<file path="src/rtl/seq_detector.sv">
// Serial pattern detector: compares the last LEN accepted symbols against a
// loadable pattern, pulses match on completion and keeps a saturating count.
module seq_detector #(
    parameter int SYM_W = 2,
    parameter int LEN   = 3,
    parameter int CNT_W = 8,
    localparam int FILL_W = $clog2(LEN + 1)
) (
    input  logic                 clk,
    input  logic                 reset,
    input  logic                 in_valid,
    input  logic [SYM_W-1:0]     in_sym,
    input  logic                 cfg_load,
    input  logic [LEN*SYM_W-1:0] pattern,
    input  logic                 overlap,
    input  logic                 clr_count,
    output logic                 match,
    output logic [CNT_W-1:0]     match_count,
    output logic [FILL_W-1:0]    progress
);

    localparam logic [FILL_W-1:0] FULL = FILL_W'(LEN);
    localparam logic [CNT_W-1:0]  CNT_MAX = '1;

    logic [LEN*SYM_W-1:0] pat_q;
    logic [LEN*SYM_W-1:0] history;
    logic [FILL_W-1:0]    fill;

    logic [LEN*SYM_W-1:0] new_hist;
    logic [FILL_W-1:0]    new_fill;
    logic                 hit;

    // Symbol 0 sits in the low bits and is the oldest, so history lines up
    // with the pattern layout and a plain vector compare is symbol-wise.
    always_comb begin
        new_hist = {in_sym, history[LEN*SYM_W-1:SYM_W]};
        new_fill = (fill == FULL) ? fill : fill + FILL_W'(1);
        hit      = in_valid && !cfg_load && (new_fill == FULL) && (new_hist == pat_q);
    end

    always_ff @(posedge clk or negedge reset) begin
        if (!reset) begin
            pat_q       <= '0;
            history     <= '0;
            fill        <= '0;
            match       <= 1'b0;
            match_count <= '0;
        end else begin
            if (cfg_load) begin
                pat_q <= pattern;
                fill  <= '0;
                match <= 1'b0;
            end else if (in_valid) begin
                history <= new_hist;
                match   <= hit;
                fill    <= (hit && !overlap) ? '0 : new_fill;
            end else begin
                match <= 1'b0;
            end

            // Counter is independent of cfg_load; a clear coincident with a
            // hit leaves that hit counted.
            if (clr_count)
                match_count <= hit ? CNT_W'(1) : '0;
            else if (hit && match_count != CNT_MAX)
                match_count <= match_count + CNT_W'(1);
        end
    end

    assign progress = fill;

endmodule
</file>
<file path="config.mk">
export PLATFORM = sky130hd
export DESIGN_NAME = seq_detector
export DESIGN_NICKNAME = d
export VERILOG_FILES = /design/src/rtl/seq_detector.sv
export SDC_FILE = /design/constraint.sdc
export NUM_CORES = 1
export LEC_CHECK = 0
export CORE_MARGIN = 4
export CORE_UTILIZATION = 55
export CTS_CLUSTER_SIZE = 16
export DETAILED_ROUTE_END_ITERATION = 16
export DONT_BUFFER_PORTS = 1
export GPL_TIMING_DRIVEN = 0
export PLACE_DENSITY = 0.7
export RECOVER_POWER = 50
export SYNTH_ARGS = -nofsm -noshare
export SYNTH_HDL_FRONTEND = slang
export SYNTH_SLANG_ARGS = --single-unit
</file>
<file path="constraint.sdc">
create_clock -name clk -period 2.6 [get_ports clk]
set_clock_uncertainty 0.05 [all_clocks]
set_input_delay 0.26 -clock clk [delete_from_list [all_inputs] [get_ports clk]]
set_output_delay 0.26 -clock clk [all_outputs]
set_load 0.02 [all_outputs]
</file>
Yosys cells after proc, flatten, opt, wreduce, memory -nomap -nowiden:

Cells that the tools add are included.

* bitwise logic cells: 1
* add/sub/neg operators: 2
* eq/ne operators: 4
* mux-type cells: 9
* reduce and logical (&&, ||, !) cells: 10

Operator list (count)
* 8-bit 2-to-1 mux: 2
* 8-bit by 1-bit adder with 8-bit output, second input constant: 1
* 2-bit 2-to-1 mux: 4
* 8-bit != test, second input constant: 1
* 6-bit == test: 1
* 1-bit logical AND: 5
* 2-bit == test, second input constant: 2
* 2-bit nonzero test: 2
* 1-bit 2-to-1 mux: 3
* 2-bit by 1-bit adder with 2-bit output, second input constant: 1
* 1-bit logical NOT: 2
* 2-bit AND reduction: 1
* 1-bit inverter: 1

* logic and storage cells: 31
* register bits after elaboration: 23
* bits of input ports: 14

Logic depth before layout (Yosys ltp):

* depth after elaboration: 9
* gate-level depth with buffers: 6
* depth with buffers taken out: 6

Worst setup path after synthesis:

OpenSTA, ideal clock, no wires.

* path type: register -> register
* from: reg match_count[0]
* to: reg match_count[5]
* cell stages (with the launch flop): 7
* data arrival time: 1.691 ns
* data required time: 2.472 ns
* library setup time: 0.078 ns
* path slack: 0.781 ns
* path buffers: 0
* cell sequence: dfrtp_1 -> ha_1 -> nand2_1 -> or3_1 -> nand3_4 -> or4_1 -> a21oi_1

* longest elaborated chain between the ends: 3

RTL lines
* start: declaration: RTL line 18 `output logic [CNT_W-1:0] match_count,`
* start signal: assignment: RTL line 64 `match_count <= hit ? CNT_W'(1) : '0;`
* start signal: assignment: RTL line 66 `match_count <= match_count + CNT_W'(1);`
* 8-bit by 1-bit adder with 8-bit output or 8-bit != test (tied branches): RTL line 66, 65
* 8-bit 2-to-1 mux or 1-bit logical AND (tied branches): RTL line 65 `else if (hit && match_count != CNT_MAX)`
* 8-bit 2-to-1 mux or 2-bit nonzero test (tied branches)

Several ways; a longest one is shown, not always the timed one. The select of a mux whose other input is x is not followed.
A chain may end at the register's enable or synchronous reset.

Worst setup path in the final report:

Same ends and word-level chain as after synthesis.

==> metrics.yaml <==
max_slew_margin_pct: 37.8
arrival_ps: 2170
vias_per_cell: 5.78
synth_top_family_by_area: "simple AND/OR/NAND/NOR gates"
grt_pass1_wl_um: 2950
place_area_um2: 1070
port_buffers: 0
hold-path-cell-count: 1
hpwlAfterDp_um: 1360
finalCritPeriodShare_pct: 76.3
area_growth_pct: 6.61
fin_nets: 112
fp.dieW_um: 51.5
synthCells: 91
reg2reg_from: "match_count[0]"
critical_path_required_ps: 2790
maxCapViolCount: 0
synth_xor_area_share_pct: 5.05
synth_edf_count: 0
final.min_clock_period_ps: 1980
cts_resized: 0
final_design_area_no_fill_um2: 1110
path_max_fanout: 10
setup-tns-final_ps: 0
avgSynthCellArea_um2: 11.4
clk_path_buf_depth: 2
synth.mux.area_fraction_pct: 10.8
cellPowerDensity_nw_per_um2: 546
ff2ff_path_depth: 6
critPathKind: "register to register"
row_count: 15
dieArea_um2: 2650
start_util_pct: 59.0
worstHoldStart: "pattern[0]"
grt_antenna_before_repair: 0
final_common_cell: "dfrtp_1"
syn_nets: 106
setup_viol_count_final: 0
avgRoutedWirePerCell_um: 14.9
grt_remaining_overflow: 0
p_leak_nw: 0.443
synth-main-ff-cell: "dfrtp_1"
cts_setup_buffers: 0
drtPass1Iterations: 3
die_h_um: 51.5
grt_max_degree: 22
finalHoldViolCount: 0
tightest_slew_ps: 930
vias: 699
r2r_setup_slack_ps: 620
wl_um: 1800
hold_class: "primary input to register"
startpoint_type: "register"
fmax_ghz: 0.504
ys_seq_elements: 21
gp_congestion: 0.759
clock_latency_ps: 300
rsz0062_at_grt: "no"
async_flop_share_pct: 100
htree_num_levels: 1
diodes: 0
coreArea_um2: 1760
clock_sinks: 21
ys_warn_count: 0
clkTransAtPathRegs_ps: 120
crit_path_end_kind: "register"
ant_nets: 0
hold-path-endpoint: "pat_q[0]"
seq_area_frac_synth_pct: 50.5
grt_pass1_vias: 673
synthesis.area_um2: 1040
final_cell_mix: "dfrtp_1, mux2_2, a21oi_1"
ys_types: 30
holdBufCountCts: 1
synthSimpleGateAreaFrac_pct: 22.0
r2r-end: "match_count[5]"
ir_drop_v: 0.000361
numCtsBuffers: 3
synthAdderAreaFrac_pct: 1.20
drt_iter0_drc: 7
grtUsageTotal_pct: 14.8
outcome: "completed"
clockRootBuffer: "clkbuf_4"
report.final.slew_viol_count: 0
ios: 25
drive_gt1_share_pct: 21.9
synth_compound_area_share_pct: 8.29
drc: 0
cts_tree: "yes"
sequential cells by signal (all words and copies together), names as in the netlist:
register,cells
match,1
pat_q,6
progress,2
history,4
match_count,8
layer usage:
layer,global-route usage [%],wire [um],up-vias
met3,4.87,80,4
met4,6.55,30,0
met1,16.3,765,339
met5,0,0,-
li1,-,-,342
met2,25.8,927,14
Yosys cell counts, drive strengths merged (3+ instances only):
cell type	count	share of area [%]
a21oi	8	3.8
mux2	10	11
nor4	3	1.8
dfrtp	21	50
o21ai	3	1.4
nand2	6	2.2
nor2	4	1.4
xnor2	4	3.4
nand3	5	3.6
or3	5	3.2
worst max-delay path, stage by stage (launching register included):
cell and delay [ps]:
dfrtp_1 510, ha_1 280, nand2_1 110, or3_1 200, nand3_4 140, or4_1 480
a21oi_1 140
cells by family (layout without fill, tap and decap cells):
| kind of cell | Yosys count | count (layout) |
|---|---|---|
| muxes | 10 | 10 |
| buffers and inverters | 4 | 9 |
| adders and majority gates | 1 | 1 |
| AOI/OAI and AO/OA | 15 | 15 |
| xor gates and xnor gates | 6 | 6 |
| DFF | 21 | 21 |
| and+or+nand+nor | 34 | 34 |
worst max-delay path by stage:
stage | start | endpoint | slack [ps]
floorplan | match_count[0] | match_count[5] | 780
global placement | match_count[0] | match_count[5] | 650
detailed placement | match_count[0] | match_count[5] | 650
CTS | match_count[0] | match_count[5] | 630
global route | match_count[0] | match_count[5] | 530
finish | match_count[0] | match_count[5] | 620
layout make-up:
| cell class | count | area (um^2) |
|---|---|---|
| Fill cell | 150 | 654 |
| Tap cell | 25 | 31.3 |
| Clock inverter | 1 | 5.00 |
| Sequential cell | 21 | 526 |
| Buffer | 2 | 15.0 |
| Multi-Input combinational cell | 66 | 493 |
| Clock buffer | 3 | 22.5 |
| Inverter | 2 | 7.51 |
| Timing Repair Buffer | 1 | 10.0 |
report_power, final:
part	total [mW]	internal [mW]	leakage (nW)	switching, mW
Sequential	0.372	0.350	0.269	0.0213
Combinational	0.0814	0.0431	0.156	0.0383
Clock	0.153	0.0573	0.0177	0.0960
per-stage QoR:
| stage | hold slack [ps] | utilization [%] | total power [mW] | std cells | worst slack (ps) |
|---|---|---|---|---|---|
| after global routing | 31.8 | 62.9 | 0.640 | 121 | 527 |
| final | 48.5 | 62.9 | 0.606 | 121 | 615 |
| after CTS | 38.2 | 62.9 | 0.613 | 121 | 625 |
| after floorplan | -85.6 | - | 0.440 | 91 | 781 |
| after detailed placement | -85.0 | 60.8 | 0.453 | 116 | 647 |
| after global placement | -85.0 | 60.8 | 0.450 | 116 | 655 |
Power figures use the tool's default switching activity.
